--- src/rtl/pipeline_hazard_ctrl.sv ---
// pipeline_hazard_ctrl: load-use/branch/memory-wait hazard control FSM; optional statistics counters via HAZARD_STATS_EN
module pipeline_hazard_ctrl #(
    parameter int TIMEOUT = 255
) (
    input  logic        clk,
    input  logic        rst,
    input  logic [4:0]  i_id_rs,
    input  logic [4:0]  i_id_rt,
    input  logic        i_id_uses_rt,
    input  logic        i_ex_mem_read,
    input  logic [4:0]  i_ex_rt,
    input  logic        i_branch_taken,
    input  logic        i_dmem_busy,
    input  logic        i_stats_clr,
    output logic        o_pc_write,
    output logic        o_if_id_write,
    output logic        o_if_id_flush,
    output logic        o_id_ex_flush,
    output logic        o_pipe_freeze,
    output logic [1:0]  o_state,
    output logic        o_timeout_err,
    output logic [15:0] o_stall_cycles,
    output logic [15:0] o_flush_count
);
    typedef enum logic [1:0] {RUN = 2'b00, LOAD_STALL = 2'b01, MEM_WAIT = 2'b10, ILLEGAL = 2'b11} state_t;
    localparam logic [7:0] TO = TIMEOUT[7:0];
    state_t     r_state, w_next;
    logic [7:0] r_wait_cnt;
    logic       r_timeout_err;
    logic       w_hazard;
    assign w_hazard = i_ex_mem_read && (i_ex_rt != 5'd0) &&
                      ((i_ex_rt == i_id_rs) || (i_id_uses_rt && (i_ex_rt == i_id_rt)));
    always_ff @(posedge clk or posedge rst) begin
        if (rst) r_state <= RUN;
        else     r_state <= w_next;
    end
    // All legal states share one decision tree; only the illegal encoding differs.
    always_comb begin
        w_next        = RUN;
        o_pc_write    = 1'b1;
        o_if_id_write = 1'b1;
        o_if_id_flush = 1'b0;
        o_id_ex_flush = 1'b0;
        o_pipe_freeze = 1'b0;
        if (r_state != ILLEGAL) begin
            if (i_dmem_busy) begin
                o_pc_write    = 1'b0;
                o_if_id_write = 1'b0;
                o_pipe_freeze = 1'b1;
                w_next        = MEM_WAIT;
            end else if (w_hazard) begin
                o_pc_write    = 1'b0;
                o_if_id_write = 1'b0;
                o_id_ex_flush = 1'b1;
                w_next        = LOAD_STALL;
            end else if (i_branch_taken) begin
                o_if_id_flush = 1'b1;
            end
        end
    end
    always_ff @(posedge clk or posedge rst) begin
        if (rst) begin
            r_wait_cnt    <= 8'd0;
            r_timeout_err <= 1'b0;
        end else if (i_dmem_busy) begin
            r_wait_cnt <= (r_wait_cnt >= TO) ? TO : r_wait_cnt + 8'd1;
            if (r_wait_cnt >= TO - 8'd1) r_timeout_err <= 1'b1;
        end else begin
            r_wait_cnt <= 8'd0;
        end
    end
    assign o_state       = r_state;
    assign o_timeout_err = r_timeout_err;
`ifdef HAZARD_STATS_EN
    logic [15:0] r_stall_cycles, r_flush_count;
    always_ff @(posedge clk or posedge rst) begin
        if (rst) begin
            r_stall_cycles <= 16'd0;
            r_flush_count  <= 16'd0;
        end else if (i_stats_clr) begin
            r_stall_cycles <= 16'd0;
            r_flush_count  <= 16'd0;
        end else begin
            if (!o_pc_write && r_stall_cycles != 16'hFFFF) r_stall_cycles <= r_stall_cycles + 16'd1;
            if (o_if_id_flush && r_flush_count != 16'hFFFF) r_flush_count <= r_flush_count + 16'd1;
        end
    end
    assign o_stall_cycles = r_stall_cycles;
    assign o_flush_count  = r_flush_count;
`else
    logic w_unused;
    assign w_unused       = i_stats_clr;
    assign o_stall_cycles = 16'd0;
    assign o_flush_count  = 16'd0;
`endif
endmodule

--- config.mk ---
export PLATFORM = sky130hd
export DESIGN_NAME = pipeline_hazard_ctrl
export DESIGN_NICKNAME = d
export VERILOG_FILES = /design/src/rtl/pipeline_hazard_ctrl.sv
export SDC_FILE = /design/constraint.sdc
export NUM_CORES = 1
export LEC_CHECK = 0
export CAP_MARGIN = 40
export CORE_UTILIZATION = 35
export DETAILED_ROUTE_END_ITERATION = 10
export PLACE_DENSITY = 0.88
export SLEW_MARGIN = 10
export SYNTH_ARGS = -nofsm -noshare
export SYNTH_HDL_FRONTEND = slang
export SYNTH_SLANG_ARGS = --single-unit
--- constraint.sdc ---
create_clock -name clk -period 1.8 [get_ports clk]
set_clock_uncertainty 0.1 [all_clocks]
set_input_delay 0.27 -clock clk [delete_from_list [all_inputs] [get_ports clk]]
set_output_delay 0.27 -clock clk [all_outputs]
set_load 0.03 [all_outputs]
== Yosys cells after proc, flatten, opt, wreduce, memory -nomap -nowiden ==
Index checks and enable logic that the tools add are counted.
Operators by class
  add/subtract/negate cells: 1
  reductions and logical operators: 6
  magnitude comparators: 2
  equality and inequality tests: 3
  mux-type cells: 17
Operator list (count)
  $ge 8x8->1 const B: 2
  $mux 8: 2
  $mux 1: 13
  $eq 5x5->1: 2
  $add 8x1->8 const B: 1
  $reduce_bool 5->1: 1
  $mux 2: 2
  $logic_and 1x1->1: 3
  $ne 2x2->1 const B: 1
  $reduce_and 2->1: 1
  $logic_or 1x1->1: 1
Word-level totals
  word-level logic and storage cells: 32
  flip-flop bits (word level): 11
  output and inout bits: 40

== Depth between registers and ports, before layout ==
Gate-level depths: netlist of the first run.
  depth in word-level cells: 7
  gate-level depth with buffers: 5
  gate-level depth less buffers: 4

== Least setup slack after synthesis of the first run ==
OpenSTA, ideal clock, no wires.
  path kind: input to output
  start: input port i_ex_rt[1]
  end: output port o_pc_write
  stages: 5
  slack: -0.426 ns
  data arrival time: 1.856 ns
  buffers on the path: 1
  path through: or4_1 -> o21ai_1 -> inv_1 -> a31oi_1 -> buf_4
On the way
  word-level cells in the longest chain between the ends: 7
  elaborated cells between the ends (all ways): 10
  classes of those cells: eq/ne (2); mux (3); reduce/logical (5)
RTL lines
  start, declared: RTL line 11  | input logic [4:0] i_ex_rt,
  $eq 5x5->1: RTL line 32  | ((i_ex_rt == i_id_rs) || (i_id_uses_rt && (i_ex_rt == i_id_rt)));
  $logic_and 1x1->1: RTL line 32
  $logic_or 1x1->1: RTL line 32
  $logic_and 1x1->1 (*): RTL line 31  | assign w_hazard = i_ex_mem_read && (i_ex_rt != 5'd0) &&
  $mux 1 (*) (3 in series)
  end, declared: RTL line 15  | output logic o_pc_write,
Mark *: on every way between the ends. The rest lies on a longest branch, timed or not.

== Worst setup path in the final report of the first run ==
  start: input port i_ex_rt[1]
  end: output port o_id_ex_flush
On the way
  word-level cells in the longest chain between the ends: 7
  elaborated cells between the ends (all ways): 10
  classes of those cells: eq/ne (2); mux (3); reduce/logical (5)
RTL lines
  $eq 5x5->1: RTL line 32
  $logic_and 1x1->1: RTL line 32
  $logic_or 1x1->1: RTL line 32
  $logic_and 1x1->1 (*): RTL line 31
  $mux 1 (*): RTL line 51  | end else if (w_hazard) begin
  $mux 1 (*): RTL line 46  | if (i_dmem_busy) begin
  $mux 1 (*): RTL line 45  | if (r_state != ILLEGAL) begin
  end, declared: RTL line 18  | output logic o_id_ex_flush,
Marks and branches as above.

==> results.toml, run 1 <==
[die]
die_y_um = 53.16
start_util_pct = 36.97
dieWidth_um = 53.16
core_um2 = 2477
die_area_um2 = 2825
rows = 18
num_io_pins = 62

[clock_network]
cts-root-buf = "clkbuf_4"
clk_pin_slew_worst_paths_ns = 0.07
insertion_delay_ns = 0.27
cts_tree = "built"
cts_sinks = 11
clock_path_buffers = 2
cts_hold_buf = 0
cts_made_buffers = 3
htreeDepth = 1

[placed_design]
io_buffer_count = 28
pre_cts_ws_ns = -0.3876
placed_cells = 162
routabilityCongestion = 0.7914
dp_hpwl_mm = 1.349

[setup_path]
crit_required_ns = 1.43
crit_arrival_ns = 1.48
regToRegSetupSlack_ns = 0.27
regToRegEndpoint = "r_wait_cnt[0]$_DFF_PP0_"
r2r_cells = 4
crit_type = "primary input to output pin"
r2r_start = "r_wait_cnt[0]$_DFF_PP0_"
crit_path_end_kind = "output pin"
crit_path_start_kind = "primary input"
cp_max_fo = 3

[finish]
nFillCells = 260
regArea_um2 = 275.3
fin_cells = 167
diodes = 0
multi_input_area_um2 = 531.8
layout.nets = 162
layout-drive-gt1-share_pct = 21.17
final_util_pct = 47.98
area_growth_pct = 29.78

[routing]
drtAntennaViolNets = 0
vias_per_cell = 4.389
drt_iter0_markers = 7
via_count = 733
drc_errors = 0
routed_wl_mm = 1.799
drtPass1Iterations = 5
wl_per_cell_um = 10.77

[sta]
setup_viol = 3
fmax_mhz = 539.9
drv_slew = 0
timing.hold.ws_ns = 0.1887
finalHoldViolCount = 0
fin_ws_ns = -0.05223
fin_crit_sh_pct = 102.9
rsz0062_at_grt = "yes"
finalCriticalPeriod_ns = 1.852

[logic_synthesis]
synth-seq-area-share_pct = 30.05
yosys_warnings = 0
syn_avg_cell_area_um2 = 8.979
synth_area_um2 = 915.9
yosys.cell_types.count = 29
netlist_instances = 102
ys_ff_latch = 11

[global_route]
grt_start_max_net_pins = 12
overflow = 0
grt_pass1_vias = 643
antenna_found_initial = 0
grt_usage_pct = 14.21
grt_pass1_wl_mm = 2.766

[power_and_ir_drop]
vdd_drop_max_uv = 268.9
p_per_area_nw_per_um2 = 560.7
power.leakage_nw = 0.5544

[status]
violations = "negative setup slack"
status = "complete, but fails checks"

[hold_path]
hold_path_class = "primary input to async pin"

[run]
maxCapViolations = 0
-- power breakdown --
part / switching, mW / internal, mW / total, mW / leakage, nW
clock network: 0.0849 / 0.0860 / 0.171 / 0.0150
logic: 0.153 / 0.0798 / 0.233 / 0.391
registers: 0.00895 / 0.254 / 0.263 / 0.149
-- flip-flops by register name, indices dropped and copies added (netlist names) --
name,cells
r_wait_cnt,8
o_state,2
o_timeout_err,1
-- kinds of logic after synthesis --
family | after synthesis | share of synthesized area (%)
simple gates | 21 | 13.12
fa+ha+maj | 2 | 2.732
compound gates | 17 | 13.11
buf+inv | 38 | 29.10
other cells | 1 | 0.4094
xor+xnor | 12 | 11.48
flops | 11 | 30.05
-- cell usage after synthesis --
library cell / n / share of area (%)
a21boi_0: 5 / 4.1
a21oi_1: 1 / 0.55
a31o_2: 1 / 0.96
a31oi_1: 3 / 2.0
and2_1: 1 / 0.68
and3_1: 1 / 0.68
and4b_1: 1 / 1.1
buf_4: 33 / 27
clkbuf_1: 1 / 0.41
conb_1: 1 / 0.41
dfrtp_1: 11 / 30
ha_1: 2 / 2.7
inv_1: 4 / 1.6
nand2_1: 6 / 2.5
nand3_1: 3 / 1.6
nand3b_1: 1 / 0.82
nand4_1: 3 / 2.0
nor2_1: 1 / 0.41
nor3b_1: 1 / 0.82
nor4b_1: 1 / 0.96
o2111ai_1: 1 / 0.96
o21ai_0: 1 / 0.55
o21ai_1: 1 / 0.55
o21bai_1: 2 / 1.6
o22ai_1: 1 / 0.68
o311a_1: 1 / 1.1
or2_2: 1 / 0.68
or4_1: 1 / 0.82
xnor2_1: 12 / 11
-- per-layer routing --
metal / part of all wire [%] / up-vias / global-route usage, %
met2: 56 / 39 / 26.37
li1: - / 351 / -
met1: 36 / 338 / 14.76
met4: 2.7 / 0 / 9.211
met3: 5.6 / 5 / 1.724
met5: 0 / - / 0
-- per-stage QoR --
| step | power [mW] | cell area, µm² | TNS [ns] |
|---|---|---|---|
| global route | 0.7023 | 1189 | -0.1888 |
| global placement | 0.4925 | 1140 | -1.412 |
| CTS | 0.6656 | 1177 | -0.1110 |
| detailed placement | 0.4965 | 1140 | -1.543 |
| floorplan | 0.4737 | 1049 | -0.1279 |
| finish | 0.6665 | 1189 | -0.05612 |
-- worst max-delay path by stage --
stage                     startpoint             to  slack [ns]  cells past startpoint
after floorplan           i_ex_rt[1]  o_if_id_flush       -0.07                      4
after global routing      i_ex_rt[1]  o_id_ex_flush       -0.08                      6
after global placement    i_ex_rt[1]  o_id_ex_flush       -0.37                      6
after CTS                 i_ex_rt[2]  o_id_ex_flush       -0.04                      6
final                     i_ex_rt[1]  o_id_ex_flush       -0.05                      6
after detailed placement  i_ex_rt[1]  o_id_ex_flush       -0.39                      6
-- cell type report --
cell class / instances / share of cell area, %
repair buffers: 34 / 25.47
multi-input cells: 84 / 44.74
well taps: 30 / 3.158
flip-flops and latches: 11 / 23.16
clock buffers: 4 / 2.211
inverters: 4 / 1.263
-- cells in the final DEF, fill, tap and decap left out, types with 2 or more instances in the layout --
cell type / n
buf_4: 7
nand3_1: 3
clkdlybuf4s50_1: 8
inv_1: 3
o21bai_1: 2
buf_6: 6
xnor2_1: 11
clkbuf_4: 3
a31oi_1: 2
dfrtp_1: 11
a21boi_0: 5
nand2_1: 6
nand4_1: 3
ha_1: 2
buf_2: 2
conb_1: 32
dlygate4sd2_1: 10
-- worst max-delay path: stages --
cell and delay (ns):
buf_6 0.09, or4_4 0.53, o21ai_2 0.15, inv_2 0.08, and4b_1 0.22, buf_6 0.14
-- timing repair --
action | CTS | global route
setup buffers | 2 | 0
endpoints found under the setup margin | 4 | 4
pin swaps | 15 | 8
gates resized for setup | 34 | 7
Note: power is estimated with default switching activity, not from simulation.
==> inputs of run 2 (changes only) <==
==> constraint.sdc (replaced) <==
create_clock -name clk -period 2.4 [get_ports clk]
set_clock_uncertainty 0.1 [all_clocks]
set_input_delay 0.36 -clock clk [delete_from_list [all_inputs] [get_ports clk]]
set_output_delay 0.36 -clock clk [all_outputs]
set_load 0.03 [all_outputs]
==> run 2 against run 1 <==
  * The run now ends clean
  * Combinational power shrank 26%
  * Sequential cell count stayed put
  * Highest routed layer unchanged
  * Die area stayed put
  * Count of clock-buffer cells in the layout unchanged
  * Worst hold slack better by 0.094 ns
  * Sequential power is 25% lower
  * First-iteration DRC count down 43%
==> results.toml, run 2 (same netlist as run 1, synthesis figures left out) <==
[status]
status = "finished clean"

[power_and_ir_drop]
total_power_mw = 0.4971
p_per_area_nw_per_um2 = 426.7
vdd_drop_max_uv = 216.8
power.leakage_nw = 0.5148

[finish]
layout.nets = 159
final_common_cell = "conb_1"
layout-drive-gt1-share_pct = 11.94
fin_cells = 164
largest_register_ffs = 8
area_growth_pct = 27.19
final_util_pct = 47.02
design_area_um2 = 1165
diodes = 0
largest_register = "r_wait_cnt"
final_cell_mix = "conb_1, clkdlybuf4s50_1, xnor2_1"

[sta]
fin_crit_sh_pct = 97.36
finalCriticalPeriod_ns = 2.337
rsz0062_at_grt = "no"
fmax_mhz = 428.0
fin_ws_ns = 0.06341
finalHoldViolCount = 0
setup_viol = 0
drv_slew = 0

[clock_network]
post-cts-setup-buffers = 0
clk_pin_slew_worst_paths_ns = 0.07
cts_made_buffers = 3
cts-root-buf = "clkbuf_4"
clock_path_buffers = 2
cts_sinks = 11
htreeDepth = 1
insertion_delay_ns = 0.28
cts_resized = 11
cts_tree = "built"
cts_hold_buf = 0

[placed_design]
dp_hpwl_mm = 1.319
placed_cells = 160
place_area_um2 = 1120
routabilityCongestion = 0.7456
pre_cts_ws_ns = -0.4738
io_buffer_count = 28

[global_route]
grt_pass1_wl_mm = 2.497
overflow = 0
grt_pass1_vias = 588
grt_start_max_net_pins = 12
grt_usage_pct = 12.55
antenna_found_initial = 0

[die]
die_area_um2 = 2825
start_util_pct = 36.97
die_y_um = 53.16
num_io_pins = 62
dieWidth_um = 53.16
rows = 18
core_um2 = 2477

[routing]
drtAntennaViolNets = 0
drc_errors = 0
drtPass1Iterations = 4
wl_per_cell_um = 9.750
drt_iter0_markers = 4
via_count = 708
routed_wl_mm = 1.599
vias_per_cell = 4.317

[setup_path]
regToRegEndpoint = "r_wait_cnt[0]$_DFF_PP0_"
r2r_cells = 4
regToRegSetupSlack_ns = 0.89
crit_path_start_kind = "primary input"
r2r_start = "r_wait_cnt[1]$_DFF_PP0_"
crit_path_end_kind = "output pin"
crit_type = "primary input to output pin"
crit_arrival_ns = 1.88
crit_required_ns = 1.94
cp_max_fo = 3

[run]
maxCapViolations = 0

[hold_path]
hold_path_class = "primary input to async pin"
## run 2: changes by cell type in the layout (fill, tap and decap cells not counted), sizes merged
cell	before	now
buf	15	7
clkbuf	5	4
clkdlybuf4s50	8	22
dlygate4sd2	10	2
## run 2: layout make-up
cell class                 instances  area (µm²)
timing repair buffer              31       297.8
inverter                           4       15.01
multi-input combinational         84       513.0
fill                             259        1313
tap                               30       37.54
sequential                        11       275.3
clock buffer                       4       26.28
## run 2: power by group
part	switching, mW	internal, mW
registers	0.00653	0.191
clock network	0.0635	0.0646
logic	0.111	0.0614
## run 2: worst max path at each step
stage               slack, ns       start       endpoint  cells after the start
detailed placement      -0.47  i_ex_rt[1]  o_id_ex_flush                      6
global placement        -0.42  i_ex_rt[1]  o_id_ex_flush                      6
global route             0.02  i_ex_rt[2]  o_id_ex_flush                      6
finish                   0.06  i_ex_rt[2]  o_id_ex_flush                      6
CTS                     0.003  i_ex_rt[2]  o_id_ex_flush                      6
floorplan                0.23  i_ex_rt[1]     o_pc_write                      5
## run 2: metal layers
layer	GRT usage (%)	routed length [µm]
met3	1.149	76
met2	22.57	880
met1	12.54	593
met4	11.40	49
met5	0	0
## run 2: stage by stage
step                      setup TNS, ns  hold WS (ns)
after global routing                  0        0.3218
after global placement          -0.4209        0.3685
after detailed placement        -0.6136        0.3659
after floorplan                       0        0.1124
final                                 0        0.2829
after CTS                             0        0.2919
## run 2: worst max-delay path: stages
cell and delay, ns:
clkdlybuf4s50_1 0.42, or4_4 0.52, o21ai_2 0.13, inv_2 0.07
and4b_1 0.20, buf_4 0.17
==> inputs of run 3 (changes only) <==
--- a/config.mk
+++ b/config.mk
@@ -6,9 +6,10 @@
 export NUM_CORES = 1
 export LEC_CHECK = 0
 export CAP_MARGIN = 40
-export CORE_UTILIZATION = 35
+export CORE_MARGIN = 5
+export CORE_UTILIZATION = 38
 export DETAILED_ROUTE_END_ITERATION = 10
-export PLACE_DENSITY = 0.88
+export PLACE_DENSITY = 0.94
 export SLEW_MARGIN = 10
 export SYNTH_ARGS = -nofsm -noshare
 export SYNTH_HDL_FRONTEND = slang
==> run 3 against run 2 <==
  * Global-route usage is 1.0 points lower
  * Sequential share of layout area down 0.076 points
  * Core utilization increased by 4.8 points
  * Critical endpoint is now o_pipe_freeze
  * Critical path type unchanged
  * Power is 0.16% higher
==> results.toml, run 3 (same netlist as run 1, synthesis figures left out) <==
[global_route]
grt_pass1_wl_mm = 3.180
grt_start_max_net_pins = 12
overflow = 0
grt_usage_pct = 11.54
antenna_found_initial = 0
grt_pass1_vias = 767

[power_and_ir_drop]
total_power_mw = 0.4979
p_int_mw = 0.3170
p_clk_share_pct = 24.9
combPwrFrac_pct = 35.3
p_per_area_nw_per_um2 = 426.0
vdd_drop_max_uv = 241.2
power.leakage_nw = 0.5333
swShare_pct = 36.32
power_frac_seq_pct = 39.8
p_sw_mw = 0.1808

[die]
dieWidth_um = 59.10
die_area_um2 = 3492
start_util_pct = 40.62
die_y_um = 59.10
num_io_pins = 62
core_um2 = 2255
rows = 17

[finish]
regArea_um2 = 275.3
layout-drive-gt1-share_pct = 11.03
largest_register_ffs = 8
final_cell_mix = "conb_1, clkdlybuf4s50_1, xnor2_1"
multi_input_area_um2 = 505.5
largest_register = "r_wait_cnt"
layout.nets = 161
diodes = 0
fin_cells = 164
final_common_cell = "conb_1"
nFillCells = 218
area_growth_pct = 27.60

[clock_network]
cts_hold_buf = 0
cts_tree = "built"
cts_sinks = 11
post-cts-setup-buffers = 0
clk_pin_slew_worst_paths_ns = 0.07
cts_made_buffers = 3
insertion_delay_ns = 0.26
clock_path_buffers = 2
htreeDepth = 1
cts-root-buf = "clkbuf_4"

[setup_path]
cp_cell_sequence = "clkdlybuf4s50_1, and2_1, clkdlybuf4s50_1"
crit_path_start_kind = "primary input"
cp_slowest_cell = "clkdlybuf4s50_1"
path_common_cell = "clkdlybuf4s50_1"
regToRegSetupSlack_ns = 0.83
max_stage_delay_ns = 0.71
r2r_cells = 4
cp_num_cells = 3
cp_max_fo = 4
crit_buf_inv = 2
crit_type = "primary input to output pin"
crit_required_ns = 1.94
crit_path_end_kind = "output pin"
crit_family = "buffers and inverters"
r2r_start = "r_wait_cnt[1]$_DFF_PP0_"
startpoint = "i_dmem_busy"
crit_arrival_ns = 1.81

[routing]
drtPass1Iterations = 4
drc_errors = 0
via_count = 757
routed_wl_mm = 2.015
vias_per_cell = 4.616
drtAntennaViolNets = 0
drt_iter0_markers = 17
wl_per_cell_um = 12.29

[hold_path]
hold_path_class = "primary input to async pin"

[run]
maxCapViolations = 0

[sta]
fin_crit_sh_pct = 94.57
rsz0062_at_grt = "no"
fmax_mhz = 440.6
setup_viol = 0
drv_slew = 0
finalHoldViolCount = 0
finalCriticalPeriod_ns = 2.270

[placed_design]
placed_cells = 160
dp_hpwl_mm = 1.659
routabilityCongestion = 0.7833
io_buffer_count = 28

[status]
status = "finished clean"
-- run 3: path summary, 6_finish.rpt --
check,endpoint
worst min-delay path,o_state[1]$_DFF_PP0_
worst max register to register,r_wait_cnt[0]$_DFF_PP0_
worst max-delay path,o_pipe_freeze
max in group asynchronous,o_timeout_err$_DFFE_PP0P_
worst min register to register,o_timeout_err$_DFFE_PP0P_
min in group clk,o_timeout_err$_DFFE_PP0P_
-- run 3: timing repair --
item                       in CTS  in global routing
pin swaps                       3                  0
setup endpoints to repair       4                  3
resized for setup              11                  1
-- run 3: layout make-up --
cell class | count | share of cell area, %
multi-input combinational | 84 | 43.25
timing repair buffer | 33 | 26.66
sequential | 11 | 23.55
tap | 28 | 2.998
clock buffer | 4 | 2.248
inverter | 4 | 1.285
-- run 3: metal layers --
layer	up-vias	track usage (%)	wire length (µm)	part of all wire, %
met5	-	0	0	0
met4	0	5.178	40	2.0
met3	4	2.397	155	7.7
met2	42	22.56	1145	57
met1	355	11.40	673	33
li1	356	-	-	-
-- run 3: stage by stage --
stage	worst slack, ns	cell area (µm²)	util, %	hold slack, ns	TNS [ns]
global placement	-0.3486	1132	50.22	0.3601	-0.4479
floorplan	0.2319	1039	-	0.1124	0
CTS	0.03216	1166	51.72	0.2900	0
finish	0.1303	1169	51.83	0.2798	0
global route	0.07105	1169	51.83	0.3247	0
detailed placement	-0.3760	1132	50.22	0.3731	-0.5512
-- run 3: worst register-to-register path: stages, from the launching register on --
cell and delay [ns]:
dfrtp_1 0.44, ha_1 0.24, nand3_1 0.13, or2_2 0.36, a21boi_0 0.21
-- run 3: power by group through the flow --
stage               Combinational [mW]  Sequential [mW]  Clock [mW]
CTS                              0.175            0.198       0.129
finish                           0.176            0.198       0.124
global placement                 0.169            0.200           0
detailed placement               0.173            0.200           0
floorplan                        0.152            0.201           0
global route                     0.188            0.198       0.139
==> variant (flow settings as in run 3) <==
Build with the macro `HAZARD_STATS_EN` defined.
--- a/src/rtl/pipeline_hazard_ctrl.sv
+++ b/src/rtl/pipeline_hazard_ctrl.sv
@@ -1,3 +1,5 @@
 // pipeline_hazard_ctrl: load-use/branch/memory-wait hazard control FSM; optional statistics counters via HAZARD_STATS_EN
+`define HAZARD_STATS_EN
+
 module pipeline_hazard_ctrl #(
     parameter int TIMEOUT = 255
Behaviour: not the same (Yosys sat finds a counterexample within 4 cycles, from zero or initial values and one cycle with rst high).
==> variant against run 3 <==
- hold slack better by 0.022 ns
- setup slack worse by 0.061 ns
- critical path depth rose by 3
- synthesized area rose to 2.7 times the old value
- cell area grew to 2.9 times the old value
- sequential cell count up 32
- routed wire length grew to 3.2 times the old value
- power rose to 3.1 times the old value
- critical endpoint is now o_if_id_write
- largest cell class unchanged
==> variant: results (changes against run 3) <==
- The synthesized netlist cell count is 266 (+160%).
- The power drawn by the combinational cells is 0.227 mW (+29%).
- The buffer count from post-CTS setup fixing is 4 (+4).
- The internal reg-to-reg setup slack is 0.11 ns (-0.72 ns).
- The maximum fanout along the worst path is 5 (+1).
- The internal power component was 1.18 mW (+270%).
- The synthesis-to-layout area growth is 40.3%.
- The pin count of the biggest net entering global routing is 19 (+7).
- The critical path's largest stage delay is 0.47 ns (-0.24 ns).
- The number of design-rule violations left by the first detailed-router iteration was 66 (+49).
- The global placement routability congestion is 0.782 (-0.17%).
- The worst flop-to-flop path endpoint is o_flush_count[4].
- The endpoint of the most critical setup path is o_if_id_write.
- The worst slack at placement is -0.386 ns (-0.0101 ns).
- In this run the critical register-to-register path is launched from o_flush_count[0].
- The clock latency on the worst-skew pair is 0.30 ns (+0.04 ns).
- The maximum level of the CTS H-tree is 2 (+1).
- The total instance count after detailed placement was 411 (+160%).
- The HPWL reported at the end of detailed placement came to 4.99 mm (+200%).
- The quantity of gates resized following cts is 8 (-3).
- The first-pass GRT wire length is 10.8 mm (+240%).
- The routed wirelength normalized by instance count was 15.2 um (+24%).
- The root buffer cell is clkbuf_8.
- The fill cell total of the finished layout is 555 (+150%).
- The final-stage net count is 372 (+130%).
- The worst vdd rail ir drop is 356 uV (+47%).
- The data arrival time of the worst path is 1.87 ns (+0.06 ns).
- The area of placed instances came to 0.00325 mm^2 (+190%).
- The cell depth of the worst flop-to-flop path is 7 (+3).
- The fraction of final layout cells with drive strength greater than 1 is 16.1% (+5.1 points).
- After synthesis, the cell types taking the most area are dfrtp_1, xnor2_1, nor2_1.
- The final critical path time including I/O delays and setup came to 2.33 ns (+0.0611 ns).
- The worst slack on hold paths was 0.302 ns (+0.0219 ns).
- The reported sequential group power is 0.749 mW (+280%).
- Sorting the synthesized cells by how often they occur yields dfrtp_1, nor2_1, xnor2_1, nand2_1, nand3_1.
- The run finished with clean final reports.
- The CTS buffer count is 5 (+2).
- The largest individual stage delay along the critical path comes from the cell or4_1.
- The clock group total power is 0.589 mW (+380%).
[variant: cell families after synthesis]
| kind of cell | Yosys count | share of synthesized area, % |
|---|---|---|
| flip-flops | 43 | 43.8 |
| adder cells (fa/ha/maj) | 4 | 2.04 |
| AND/OR/NAND/NOR | 130 | 27.8 |
| XOR/XNOR | 30 | 10.7 |
| AO/OA/AOI/OAI | 35 | 8.92 |
| multiplexers | 8 | 3.62 |
| buffers and inverters | 16 | 3.16 |
[variant: critical path: cells and delay by family]
kind	cells	cell delay (ns)
AND/OR/NAND/NOR	2	0.67
buffers and inverters	2	0.40
AO/OA/AOI/OAI	2	0.44
[variant: final cells by class]
cell class                      count  area share [%]
Sequential cell                    43            31.3
Clock inverter                      2            1.02
Tap cell                           77            2.80
Clock buffer                        6            2.40
Inverter                            4           0.436
Multi-Input combinational cell    207            38.9
Timing Repair Buffer               85            23.2
[variant: layer usage]
layer  GRT usage (%)  share of wire, %
met1            19.6                42
met2            27.0                51
met3            3.08               5.0
met4            5.96               2.6
met5               0                 0
